<file path="config.mk">
export PLATFORM = sky130hd
export DESIGN_NAME = alu_arbiter_flat
export DESIGN_NICKNAME = d
export VERILOG_FILES = /design/src/rtl/alu_pkg.sv /design/src/rtl/alu_arbiter_if.sv /design/src/rtl/rr_arb2.sv /design/src/rtl/alu_arbiter.sv /design/src/flat_wrapper.sv
export SDC_FILE = /design/constraint.sdc
export NUM_CORES = 1
export LEC_CHECK = 0
export BUFFER_PORTS_ARGS = -buffer_cell sky130_fd_sc_hd__buf_2
export CAP_MARGIN = 30
export CORE_AREA = 2 2 67 69
export CTS_BUF_LIST = sky130_fd_sc_hd__clkbuf_8
export DETAILED_ROUTE_END_ITERATION = 12
export DIE_AREA = 0 0 69 71
export HOLD_SLACK_MARGIN = 0.02
export PLACE_DENSITY = 0.81
export SYNTH_ARGS = -nofsm -noshare
export SYNTH_HDL_FRONTEND = slang
export SYNTH_HIERARCHICAL = 1
export SYNTH_SLANG_ARGS = --single-unit
</file>
<file path="constraint.sdc">
create_clock -name clk -period 2.75 [get_ports clk]
set_input_delay 0.1375 -clock clk [delete_from_list [all_inputs] [get_ports clk]]
set_output_delay 0.1375 -clock clk [all_outputs]
set_load 0.05 [all_outputs]
</file>
<file path="src/rtl/alu_pkg.sv">
// Shared opcode constants, FSM state encoding and the command-error rule
// for the two-requester ALU arbiter.
package alu_pkg;

  typedef enum logic [3:0] {
    OP_ADD = 4'd0,
    OP_SUB = 4'd1,
    OP_MUL = 4'd2,
    OP_DIV = 4'd3,
    OP_SHL = 4'd4,
    OP_SHR = 4'd5,
    OP_AND = 4'd6,
    OP_OR  = 4'd7,
    OP_XOR = 4'd8,
    OP_NOT = 4'd9
  } alu_op_e;

  localparam logic [3:0] OP_MAX = 4'd9;

  typedef enum logic [1:0] {
    IDLE,
    ISSUE,
    WAIT,
    RESPOND
  } arb_state_e;

  // Divide by zero and unknown opcodes never reach the ALU.
  function automatic logic is_bad_cmd(input logic [3:0] op, input logic [7:0] b);
    return ((op == OP_DIV) && (b == 8'd0)) || (op > OP_MAX);
  endfunction

endpackage

</file>
<file path="src/rtl/alu_arbiter_if.sv">
// Requester, response and shared-ALU signals of the arbiter, bundled with
// a slave view (the arbiter) and a master view (requesters plus ALU).
interface alu_arbiter_if;

  logic [1:0] req_valid;
  logic [7:0] req0_a;
  logic [7:0] req0_b;
  logic [7:0] req1_a;
  logic [7:0] req1_b;
  logic [3:0] req0_op;
  logic [3:0] req1_op;
  logic [1:0] req_ready;
  logic [1:0] rsp_valid;
  logic [1:0] rsp_ready;
  logic [7:0] rsp_result;
  logic       rsp_err;
  logic [7:0] alu_a;
  logic [7:0] alu_b;
  logic [3:0] alu_op;
  logic       alu_do;
  logic [7:0] alu_result;

  modport slave (
    input  req_valid, req0_a, req0_b, req1_a, req1_b, req0_op, req1_op,
    input  rsp_ready, alu_result,
    output req_ready, rsp_valid, rsp_result, rsp_err,
    output alu_a, alu_b, alu_op, alu_do
  );

  modport master (
    output req_valid, req0_a, req0_b, req1_a, req1_b, req0_op, req1_op,
    output rsp_ready, alu_result,
    input  req_ready, rsp_valid, rsp_result, rsp_err,
    input  alu_a, alu_b, alu_op, alu_do
  );

endinterface

</file>
<file path="src/rtl/rr_arb2.sv">
// Two-way round-robin grant: a lone request always wins, a tie goes to the
// requester named by pointer.
module rr_arb2 (
  input  logic [1:0] req,
  input  logic       pointer,
  output logic [1:0] grant
);

  always_comb begin
    grant = 2'b00;
    case (req)
      2'b01:   grant = 2'b01;
      2'b10:   grant = 2'b10;
      2'b11:   grant = pointer ? 2'b10 : 2'b01;
      default: grant = 2'b00;
    endcase
  end

endmodule

</file>
<file path="src/rtl/alu_arbiter.sv">
// Shares one external registered ALU between two requesters, one command in
// flight at a time, with per-requester response handshakes.
module alu_arbiter
  import alu_pkg::*;
(
  input  logic         clk,
  input  logic         reset,
  alu_arbiter_if.slave bus
);

  arb_state_e state;
  logic       pointer;
  logic [1:0] owner;
  logic [1:0] grant;
  logic       accept;
  logic [7:0] sel_a;
  logic [7:0] sel_b;
  logic [3:0] sel_op;

  rr_arb2 u_rr_arb2 (
    .req     (bus.req_valid),
    .pointer (pointer),
    .grant   (grant)
  );

  // req_ready is combinational, so it is also masked while reset is held.
  assign accept        = (state == IDLE) && !reset && (grant != 2'b00);
  assign bus.req_ready = accept ? grant : 2'b00;

  assign sel_a  = grant[1] ? bus.req1_a  : bus.req0_a;
  assign sel_b  = grant[1] ? bus.req1_b  : bus.req0_b;
  assign sel_op = grant[1] ? bus.req1_op : bus.req0_op;

  // ALU operand registers load only on issue, so they hold across error commands.
  always_ff @(posedge clk or posedge reset) begin
    if (reset) begin
      state          <= IDLE;
      pointer        <= 1'b0;
      owner          <= 2'b00;
      bus.rsp_valid  <= 2'b00;
      bus.rsp_result <= 8'd0;
      bus.rsp_err    <= 1'b0;
      bus.alu_a      <= 8'd0;
      bus.alu_b      <= 8'd0;
      bus.alu_op     <= 4'd0;
      bus.alu_do     <= 1'b0;
    end else begin
      case (state)
        IDLE: begin
          if (accept) begin
            pointer <= grant[0];
            owner   <= grant;
            if (is_bad_cmd(sel_op, sel_b)) begin
              bus.rsp_valid  <= grant;
              bus.rsp_result <= 8'd0;
              bus.rsp_err    <= 1'b1;
              state          <= RESPOND;
            end else begin
              bus.alu_a  <= sel_a;
              bus.alu_b  <= sel_b;
              bus.alu_op <= sel_op;
              bus.alu_do <= 1'b1;
              state      <= ISSUE;
            end
          end
        end
        ISSUE: begin
          bus.alu_do <= 1'b0;
          state      <= WAIT;
        end
        WAIT: begin
          bus.rsp_result <= bus.alu_result;
          bus.rsp_err    <= 1'b0;
          bus.rsp_valid  <= owner;
          state          <= RESPOND;
        end
        RESPOND: begin
          if ((bus.rsp_ready & owner) != 2'b00) begin
            bus.rsp_valid <= 2'b00;
            state         <= IDLE;
          end
        end
        default: state <= IDLE;
      endcase
    end
  end

endmodule

</file>
<file path="src/flat_wrapper.sv">
// flat-port wrapper written by rule: the top's interface ports become plain ports
module alu_arbiter_flat import alu_pkg::*;
  (clk, reset, bus_req_valid, bus_req0_a, bus_req0_b, bus_req1_a, bus_req1_b, bus_req0_op, bus_req1_op, bus_rsp_ready, bus_alu_result, bus_req_ready, bus_rsp_valid, bus_rsp_result, bus_rsp_err, bus_alu_a, bus_alu_b, bus_alu_op, bus_alu_do);
  alu_arbiter_if bus_i ();
  input  logic clk;
  input  logic reset;
  input wire logic [$bits(bus_i.req_valid)-1:0] bus_req_valid;
  input wire logic [$bits(bus_i.req0_a)-1:0] bus_req0_a;
  input wire logic [$bits(bus_i.req0_b)-1:0] bus_req0_b;
  input wire logic [$bits(bus_i.req1_a)-1:0] bus_req1_a;
  input wire logic [$bits(bus_i.req1_b)-1:0] bus_req1_b;
  input wire logic [$bits(bus_i.req0_op)-1:0] bus_req0_op;
  input wire logic [$bits(bus_i.req1_op)-1:0] bus_req1_op;
  input wire logic [$bits(bus_i.rsp_ready)-1:0] bus_rsp_ready;
  input wire logic [$bits(bus_i.alu_result)-1:0] bus_alu_result;
  output wire logic [$bits(bus_i.req_ready)-1:0] bus_req_ready;
  output wire logic [$bits(bus_i.rsp_valid)-1:0] bus_rsp_valid;
  output wire logic [$bits(bus_i.rsp_result)-1:0] bus_rsp_result;
  output wire logic [$bits(bus_i.rsp_err)-1:0] bus_rsp_err;
  output wire logic [$bits(bus_i.alu_a)-1:0] bus_alu_a;
  output wire logic [$bits(bus_i.alu_b)-1:0] bus_alu_b;
  output wire logic [$bits(bus_i.alu_op)-1:0] bus_alu_op;
  output wire logic [$bits(bus_i.alu_do)-1:0] bus_alu_do;
  assign bus_i.req_valid = bus_req_valid;
  assign bus_i.req0_a = bus_req0_a;
  assign bus_i.req0_b = bus_req0_b;
  assign bus_i.req1_a = bus_req1_a;
  assign bus_i.req1_b = bus_req1_b;
  assign bus_i.req0_op = bus_req0_op;
  assign bus_i.req1_op = bus_req1_op;
  assign bus_i.rsp_ready = bus_rsp_ready;
  assign bus_i.alu_result = bus_alu_result;
  assign bus_req_ready = bus_i.req_ready;
  assign bus_rsp_valid = bus_i.rsp_valid;
  assign bus_rsp_result = bus_i.rsp_result;
  assign bus_rsp_err = bus_i.rsp_err;
  assign bus_alu_a = bus_i.alu_a;
  assign bus_alu_b = bus_i.alu_b;
  assign bus_alu_op = bus_i.alu_op;
  assign bus_alu_do = bus_i.alu_do;
  alu_arbiter u_core (.clk(clk), .reset(reset), .bus(bus_i));
endmodule
</file>
=== Word-level counts from Yosys, hierarchy flattened ===
Index checks and enable logic that the tools add are counted.

* Flip-flop bits (word level): 37
* Input bits: 54

* $lt $le $gt $ge: 1
* Equal/unequal tests: 11
* Multiplexer cells: 22
* Bitwise gates (word level): 2
* Reductions and logical operators: 18

{| class="wikitable"
|+ Operator list
! operator !! number
|-
| 2-to-1 mux 8 bit || 4
|-
| one-hot mux 8 bit (2 select lines) || 1
|-
| 2-to-1 mux 2 bit || 7
|-
| one-hot mux 2 bit (3 select lines) || 2
|-
| AND reduction 3 bit || 3
|-
| equality test 2 bit (second input constant) || 4
|-
| logical NOT 8 bit || 1
|-
| one-hot mux 2 bit (4 select lines) || 1
|-
| nonzero test 2 bit || 4
|-
| equality test 2 x 1 -> 1 bit (second input constant) || 2
|-
| equality test 4 x 2 -> 1 bit (second input constant) || 1
|-
| greater-than comparator 4 bit (second input constant) || 1
|-
| 2-to-1 mux 1 bit || 4
|-
| 2-to-1 mux 4 bit || 1
|-
| inequality test 2 x 1 -> 1 bit (second input constant) || 2
|-
| inequality test 2 bit (second input constant) || 2
|-
| one-hot mux 1 bit (2 select lines) || 2
|-
| AND reduction 2 bit || 2
|-
| AND reduction 4 bit || 1
|-
| logical AND 1 bit || 3
|-
| nonzero test 3 bit || 1
|-
| bitwise AND 2 bit || 1
|-
| logical NOT 2 bit || 1
|-
| logical NOT 1 bit || 1
|-
| other kinds (2) || 2
|}

=== Depth between registers and ports, before layout ===
Gate-level depths: netlist of the first run.

* Depth in word-level cells: 9
* Mapped depth: 9
* Mapped depth without buffers: 7

=== By module ===
The synthesis of the first run kept the hierarchy.

{| class="wikitable"
|+ Modules (own cells, without submodules)
! module !! instances !! cells each !! area an instance (µm²) !! sequential area each (µm²)
|-
| alu_arbiter || 1 || 171 || 1988.2 || 900.9
|-
| rr_arb2 || 1 || 3 || 18.8 || 0.0
|}

=== Least setup slack after synthesis of the first run ===
No wires, ideal clock.

* Path kind: flip-flop to flip-flop
* Start point: register, netlist name u_core/owner[0]
* End point: register u_core.bus.alu_a[0]
* Setup time: 127 ps
* Arrival: 1877 ps
* Path slack: 746 ps
* Stages on the path, launching flop included: 10
* Buffers on the path: 2
* Cells stage by stage: dfrtp_1 inv_1 a21boi_1 buf_4 nor3_2 a22oi_1 a211oi_2 nor2_2 buf_6 mux2_1

{| class="wikitable"
|+ RTL lines
! what !! RTL line !! text
|-
| end signal: assignment || alu_arbiter.sv:59 || <nowiki>bus.alu_a <= sel_a;</nowiki>
|-
| end: declaration || alu_arbiter_if.sv:27 || <nowiki>output alu_a, alu_b, alu_op, alu_do</nowiki>
|}

==> results of run 1 <==
==> worst max-delay path, cell delays in order, from the launching register on <==
cell and delay, ps:
sky130_fd_sc_hd__dfrtp_1 410, sky130_fd_sc_hd__inv_1 70, sky130_fd_sc_hd__a21boi_2 320, sky130_fd_sc_hd__buf_4 260
sky130_fd_sc_hd__nand2b_1 140, sky130_fd_sc_hd__o22a_2 230, sky130_fd_sc_hd__nand2_1 100, sky130_fd_sc_hd__nor2_2 100
sky130_fd_sc_hd__buf_4 290, sky130_fd_sc_hd__mux2_1 360
==> power by group <==
part | total, µW | switching (µW) | internal (µW) | leakage, µW
clock network | 345 | 177 | 168 | 0.0000452
registers | 538 | 2.82 | 535 | 0.000474
logic | 142 | 76.3 | 65.9 | 0.000888
==> sequential cells by signal, summed over array words and instances (netlist names) <==
| name | cells |
|---|---|
| u_core/bus.alu_a | 8 |
| u_core/bus.alu_b | 8 |
| u_core/bus.alu_do | 1 |
| u_core/bus.alu_op | 4 |
| u_core/bus.rsp_err | 1 |
| u_core/bus.rsp_result | 8 |
| u_core/bus.rsp_valid | 2 |
| u_core/owner | 2 |
| u_core/state | 2 |
==> cell usage in the layout, fill, tap and decap left out, types with 2 or more instances in the layout <==
cell type,n
sky130_fd_sc_hd__a21o_1,2
sky130_fd_sc_hd__a21oi_1,5
sky130_fd_sc_hd__a22oi_1,2
sky130_fd_sc_hd__and2_1,2
sky130_fd_sc_hd__buf_2,87
sky130_fd_sc_hd__buf_4,7
sky130_fd_sc_hd__clkbuf_8,5
sky130_fd_sc_hd__dfrtp_1,36
sky130_fd_sc_hd__ha_1,6
sky130_fd_sc_hd__inv_1,17
sky130_fd_sc_hd__mux2_1,20
sky130_fd_sc_hd__mux2_2,19
sky130_fd_sc_hd__mux2i_1,10
sky130_fd_sc_hd__nand2_1,18
sky130_fd_sc_hd__nor2_1,5
sky130_fd_sc_hd__nor3_1,2
sky130_fd_sc_hd__nor3b_1,2
sky130_fd_sc_hd__nor4_1,2
sky130_fd_sc_hd__o21ai_1,2
==> per-layer routing <==
metal | GRT usage | up-vias | share of wire
met2 | 0.3045 | 45 | 0.49
met1 | 0.2348 | 762 | 0.43
met3 | 0.04986 | 9 | 0.059
met5 | 0 | - | 0
met4 | 0.1133 | 0 | 0.024
li1 | - | 805 | -
==> kinds of logic (layout without fill, tap and decap cells) <==
logic type | Yosys count | after routing
compound gates | 24 | 24
fa+ha+maj | 6 | 6
buf+inv | 22 | 118
flops | 36 | 36
mux | 49 | 49
simple gates | 37 | 37
==> synthesized netlist by cell type, types with 3 or more instances <==
cell type | instances | share of area
sky130_fd_sc_hd__a21oi_1 | 5 | 0.012
sky130_fd_sc_hd__clkbuf_1 | 3 | 0.0056
sky130_fd_sc_hd__dfrtp_1 | 36 | 0.45
sky130_fd_sc_hd__ha_1 | 6 | 0.037
sky130_fd_sc_hd__inv_1 | 16 | 0.030
sky130_fd_sc_hd__mux2_1 | 20 | 0.11
sky130_fd_sc_hd__mux2_2 | 19 | 0.11
sky130_fd_sc_hd__mux2i_1 | 10 | 0.050
sky130_fd_sc_hd__nand2_1 | 18 | 0.034
sky130_fd_sc_hd__nor2_1 | 5 | 0.0094
==> worst max-delay path by stage <==
stage / startpoint / endpoint / slack, ps / depth (start not counted)
after detailed placement: u_core/owner[0] / u_core/bus.alu_op[0] / 330 / 9
after global placement: u_core/owner[0] / u_core/bus.rsp_result[7] / 460 / 8
after global routing: u_core/owner[0] / u_core/bus.alu_op[0] / 140 / 9
after floorplan: u_core/owner[0] / u_core/bus.alu_a[0] / 750 / 9
final: u_core/owner[0] / u_core/bus.alu_op[0] / 310 / 9
after CTS: u_core/owner[0] / u_core/bus.alu_op[0] / 300 / 9
==> final cells by class <==
cell class / instances / share of cell area
clock buffer: 5 / 0.02637
clock inverter: 2 / 0.003356
inverter: 16 / 0.02301
multi-input combinational: 116 / 0.3864
sequential: 36 / 0.3452
tap: 52 / 0.02493
timing repair buffer: 95 / 0.1908
==> metrics by stage <==
stage	power [µW]	cell area, µm²	std cells	util	hold slack (ps)
floorplan	626.4	2007	174	-	284.2
global placement	687.8	2522	314	0.6000	277.4
detailed placement	690.3	2522	314	0.6000	284.0
CTS	1038	2610	322	0.6208	86.79
global route	1068	2610	322	0.6208	94.12
finish	1025	2610	322	0.6208	87.49
==> insert_results.sql, run 1 <==
INSERT INTO impl_metrics (metric_group, metric, value, unit) VALUES
('die', 'top_level_ports', '88', ''),
('clock_tree', 'clk_pin_slew', '70', 'ps'),
('route', 'routed_wirelength', '4464', 'µm'),
('clock_tree', 'cts.sink_count', '36', ''),
('finish', 'fillCellCount', '352', ''),
('global_route', 'globalRoute.totalOverflow', '0', ''),
('sta', 'maxSlewViolCount', '0', ''),
('sta', 'tightest_slew', '668.2', 'ps'),
('sta', 'finalHoldViolCount', '0', ''),
('sta', 'final_critical_path_setup_slack', '312.0', 'ps'),
('place', 'globalplace.congestion', '0.7777', ''),
('clock_tree', 'postCtsSetupRepairBufs', '0', ''),
('sta', 'maxClockFrequency', '410.2', 'MHz'),
('clock_tree', 'htree_levels', '2', ''),
('global_route', 'grtUsageTotal', '0.1910', ''),
('critical_path', 'crit_arrival', '2610', 'ps'),
('die', 'starting_utilization_of_the_core_area', '0.4774', ''),
('synthesis', 'synth_seq_cells', '36', ''),
('die', 'die-area', '4899', 'µm²'),
('synthesis', 'yosysUniqueCellTypes', '38', ''),
('critical_path', 'critical_path_required', '2920', 'ps'),
('finish', 'area.sequential', '900.9', 'µm²'),
('die', 'die_h', '71', 'µm'),
('critical_path', 'endpoint_kind', 'flip-flop', ''),
('critical_path', 'criticalPathCategory', 'flip-flop to flip-flop', ''),
('die', 'horizontal_die_dimension', '69', 'µm'),
('synthesis', 'synth-compound-area-share', '0.1010', ''),
('synthesis', 'post_synthesis_sequential_area_ratio', '0.4489', ''),
('critical_path', 'critical_path.reg2reg.endpoint', 'u_core/bus.alu_op[0]', ''),
('finish', 'multi_input_area', '1008', 'µm²'),
('clock_tree', 'numCtsBuffers', '5', ''),
('run_status', 'outcome', 'completed', ''),
('global_route', 'grt_antenna_before_repair', '0', ''),
('global_route', 'global_route_wire_length_before_repair', '7327', 'µm'),
('sta', 'fin_tns_setup', '0', 'ps'),
('synthesis', 'synth_top_family_by_area', 'multiplexers', ''),
('min_path', 'min_delay_worst_endpoint', 'u_core/bus.rsp_result[1]', ''),
('sta', 'setup_violations', '0', ''),
('place', 'buffer_ports.inserted', '87', ''),
('sta', 'layout_worst_path_cycle_share', '0.8866', ''),
('synthesis', 'mappedNetlistNets', '234', ''),
('finish', 'finish.net_count', '330', ''),
('route', 'drc_violations_left', '0', ''),
('critical_path', 'worstReg2RegStart', 'u_core/owner[0]', ''),
('route', 'route.detailed.wl_per_inst', '13.86', 'µm'),
('synthesis', 'synth_async_sr_flop_share', '1.000', ''),
('critical_path', 'path_max_fanout', '20', ''),
('clock_tree', 'ctsResizeCount', '0', ''),
('clock_tree', 'cts_hold_buffers', '1', ''),
('place', 'dp_hpwl', '3588', 'µm'),
('critical_path', 'setup.worst_path.start_class', 'flip-flop', ''),
('global_route', 'maximum_number_of_pins_on_one_net_before_global_route_repair', '21', ''),
('sta', 'rsz0062_at_grt', 'false', ''),
('min_path', 'min-delay-start', 'bus_alu_result[1]', ''),
('clock_tree', 'root_buffer', 'sky130_fd_sc_hd__clkbuf_8', ''),
('min_path', 'min_path_cells', '3', ''),
('global_route', 'first_global_vias', '1633', ''),
('critical_path', 'reg2reg_setup_slack', '310', 'ps'),
('critical_path', 'ff2ff_path_depth', '9', ''),
('sta', 'max_slew_margin', '0.5540', ''),
('clock_tree', 'clk_latency', '290', 'ps'),
('route', 'ant_nets', '0', ''),
('synthesis', 'synth-edff-count', '0', ''),
('sta', 'final.setup_skew', '5.273', 'ps'),
('finish', 'area_delta_synth_final', '30.05', '%'),
('route', 'post_drt_via_cell_ratio', '5.034', ''),
('power_and_ir_drop', 'power.leakage', '0.001407', 'µW'),
('synthesis', 'mappedNetlistArea', '2007', 'µm²'),
('sta', 'period_needed', '2438', 'ps'),
('synthesis', 'post_synth_xor_area_fraction', '0', ''),
('clock_tree', 'max-clock-path-buffers', '2', '');
Power figures use the tool's default switching activity.
==> run 2: changes to the inputs <==
--- a/config.mk
+++ b/config.mk
@@ -9,10 +9,11 @@
 export CAP_MARGIN = 30
 export CORE_AREA = 2 2 67 69
 export CTS_BUF_LIST = sky130_fd_sc_hd__clkbuf_8
+export CTS_CLUSTER_DIAMETER = 100
 export DETAILED_ROUTE_END_ITERATION = 12
 export DIE_AREA = 0 0 69 71
 export HOLD_SLACK_MARGIN = 0.02
-export PLACE_DENSITY = 0.81
+export PLACE_DENSITY = 0.79
 export SYNTH_ARGS = -nofsm -noshare
 export SYNTH_HDL_FRONTEND = slang
 export SYNTH_HIERARCHICAL = 1
==> insert_results.sql, run 2 (synthesis results as in run 1) <==
INSERT INTO impl_metrics (metric_group, metric, value, unit) VALUES
('critical_path', 'reg2reg_setup_slack', '470', 'ps'),
('route', 'post_drt_via_cell_ratio', '5.078', ''),
('sta', 'final_critical_path_setup_slack', '468.8', 'ps'),
('global_route', 'globalRoute.totalOverflow', '0', ''),
('die', 'die-area', '4899', 'µm²'),
('route', 'ant_nets', '0', ''),
('route', 'route.detailed.wl_per_inst', '13.85', 'µm'),
('critical_path', 'criticalPathCategory', 'flip-flop to flip-flop', ''),
('clock_tree', 'clk_pin_slew', '70', 'ps'),
('clock_tree', 'clk_latency', '290', 'ps'),
('die', 'core_box_area', '4204', 'µm²'),
('place', 'pre_cts_slack', '479.5', 'ps'),
('power_and_ir_drop', 'combinational_power_share', '0.132', ''),
('route', 'first_pass_iters', '3', ''),
('critical_path', 'endpoint_kind', 'flip-flop', ''),
('clock_tree', 'ctsResizeCount', '0', ''),
('clock_tree', 'cts_hold_buffers', '0', ''),
('route', 'routed_wirelength', '4433', 'µm'),
('sta', 'maxSlewViolCount', '0', ''),
('finish', 'area_delta_synth_final', '30.17', '%'),
('global_route', 'grt_antenna_before_repair', '0', ''),
('route', 'first_iter_violations', '45', ''),
('finish', 'drive_above_1_share', '0.4739', ''),
('critical_path', 'critical_path.reg2reg.endpoint', 'u_core/bus.alu_b[3]', ''),
('place', 'placement.cell_area', '2520', 'µm²'),
('power_and_ir_drop', 'power_per_cell_area', '406.0', 'nW/µm²'),
('die', 'die_h', '71', 'µm'),
('sta', 'holdWs', '38.59', 'ps'),
('critical_path', 'path_max_fanout', '27', ''),
('critical_path', 'critical_path_required', '2920', 'ps'),
('route', 'detailroute.wirelength.met3', '292', 'µm'),
('sta', 'maxClockFrequency', '438.4', 'MHz'),
('power_and_ir_drop', 'highest_ir_drop_seen_on_vdd', '0.2733', 'mV'),
('finish', 'multi_input_area', '1008', 'µm²'),
('power_and_ir_drop', 'power.internal', '799.1', 'µW'),
('critical_path', 'crit_arrival', '2450', 'ps'),
('sta', 'tightest_slew', '859.4', 'ps'),
('route', 'drc_violations_left', '0', ''),
('place', 'dp_hpwl', '3495', 'µm'),
('finish', 'fillCellCount', '358', ''),
('global_route', 'global_route_wire_length_before_repair', '7327', 'µm'),
('die', 'starting_utilization_of_the_core_area', '0.4774', ''),
('sta', 'max_slew_margin', '0.4264', ''),
('critical_path', 'cp_cell_sequence', 'inv_1 -> a21boi_2 -> buf_12 -> nand2b_1 -> o22a_2 -> nand2_1 -> nor2_2 -> buf_4 -> mux2_1', ''),
('die', 'placement_rows', '24', ''),
('sta', 'final.setup_skew', '3.823', 'ps'),
('finish', 'fin_util', '0.6214', ''),
('die', 'horizontal_die_dimension', '69', 'µm'),
('clock_tree', 'max-clock-path-buffers', '2', ''),
('die', 'top_level_ports', '88', ''),
('power_and_ir_drop', 'clock_power_share', '0.361', ''),
('global_route', 'first_global_vias', '1638', ''),
('clock_tree', 'cts_tree', 'built', ''),
('job', 'max_cap_viol_count', '0', ''),
('sta', 'period_needed', '2281', 'ps'),
('power_and_ir_drop', 'power.leakage', '0.001403', 'µW'),
('critical_path', 'cpPeakStageDelay', '400', 'ps'),
('finish', 'final_cell_area', '2613', 'µm²'),
('power_and_ir_drop', 'seq_power_share', '0.508', ''),
('place', 'buffer_ports.inserted', '87', ''),
('clock_tree', 'root_buffer', 'sky130_fd_sc_hd__clkbuf_8', ''),
('critical_path', 'ff2ff_path_depth', '9', ''),
('min_path', 'hp-class', 'input port to async pin', ''),
('critical_path', 'worstReg2RegStart', 'u_core/owner[0]', ''),
('finish', 'finish.net_count', '327', ''),
('critical_path', 'setup.worst_path.start_class', 'flip-flop', ''),
('sta', 'layout_worst_path_cycle_share', '0.8295', ''),
('clock_tree', 'numCtsBuffers', '5', ''),
('route', 'met2_length', '2158', 'µm'),
('clock_tree', 'postCtsSetupRepairBufs', '0', ''),
('sta', 'finalHoldViolCount', '0', ''),
('sta', 'setup_violations', '0', ''),
('route', 'detailed_routing_wirelength_on_met1', '1891', 'µm'),
('run_status', 'outcome', 'completed', ''),
('clock_tree', 'htree_levels', '2', ''),
('finish', 'area.sequential', '900.9', 'µm²'),
('sta', 'rsz0062_at_grt', 'false', ''),
('global_route', 'grtUsageTotal', '0.1884', ''),
('finish', 'antenna_cells', '0', ''),
('finish', 'mostFrequentLayoutCell', 'sky130_fd_sc_hd__buf_2', ''),
('route', 'via_count', '1625', ''),
('power_and_ir_drop', 'net-switching-power', '261.6', 'µW'),
('clock_tree', 'cts.sink_count', '36', ''),
('place', 'globalplace.congestion', '0.7926', ''),
('power_and_ir_drop', 'netSwitchingFraction', '0.2466', ''),
('critical_path', 'crit_slowest_cell', 'sky130_fd_sc_hd__dfrtp_1', ''),
('finish', 'layout_top_registers', 'u_core/bus.alu_a: 8 flops, u_core/bus.alu_b: 8 flops, u_core/bus.rsp_result: 8 flops', ''),
('finish', 'top_library_cells_by_usage_in_the_layout_fill_and_taps_aside', 'sky130_fd_sc_hd__buf_2, sky130_fd_sc_hd__dfrtp_1, sky130_fd_sc_hd__mux2_1', ''),
('global_route', 'maximum_number_of_pins_on_one_net_before_global_route_repair', '28', ''),
('route', 'routed.top_layer', 'met4', ''),
('sta', 'fin_tns_setup', '0', 'ps');
-- run 2: changes by cell type in the layout (fill, tap and decap cells not counted) --
cell	before	now
sky130_fd_sc_hd__buf_12	0	1
sky130_fd_sc_hd__buf_4	7	4
sky130_fd_sc_hd__clkbuf_8	5	6
sky130_fd_sc_hd__clkinv_2	1	2
sky130_fd_sc_hd__dlygate4sd3_1	1	0
sky130_fd_sc_hd__inv_1	17	16
-- run 2: worst max path at each step --
stage	startpoint	to	slack (ps)	depth (start not counted)
after floorplan	u_core/owner[0]	u_core/bus.alu_a[0]	750	9
after global placement	u_core/state[0]	u_core/bus.rsp_result[3]	560	7
after detailed placement	u_core/owner[0]	u_core/bus.alu_b[2]	480	9
after CTS	u_core/owner[0]	u_core/bus.alu_b[2]	460	9
after global routing	u_core/state[0]	u_core/bus.rsp_result[7]	290	7
final	u_core/owner[0]	u_core/bus.alu_b[3]	470	9
-- run 2: stage by stage --
step | power, µW | instances
after CTS | 1074 | 320
after global placement | 686.2 | 312
after floorplan | 626.4 | 174
after detailed placement | 689.7 | 312
final | 1061 | 320
after global routing | 1110 | 320
-- run 2: per-layer routing --
metal	up-vias	GRT usage
li1	796	-
met1	770	0.2194
met2	51	0.3216
met3	8	0.06125
met4	0	0.07843
met5	-	0
-- run 2: layout make-up --
class	instances	share of cell area
clock inverter	2	0.003831
inverter	16	0.02299
sequential	36	0.3448
timing repair buffer	92	0.1858
clock buffer	6	0.03161
tap	52	0.02490
multi-input combinational	116	0.3860
-- run 2: critical path: cells and delay by family (launching register included) --
family | cells | cell delay, ps
DFF | 1 | 400
and+or+nand+nor | 3 | 370
AOI/OAI and AO/OA | 2 | 490
muxes | 1 | 350
buffers and inverters | 3 | 540
-- run 2: power groups by stage --
stage | Clock [µW] | Sequential [µW] | Combinational (µW)
final | 382 | 538 | 140
after global routing | 420 | 538 | 152
after CTS | 394 | 538 | 142
after detailed placement | 0 | 548 | 141
after global placement | 0 | 548 | 138
after floorplan | 0 | 570 | 56.6
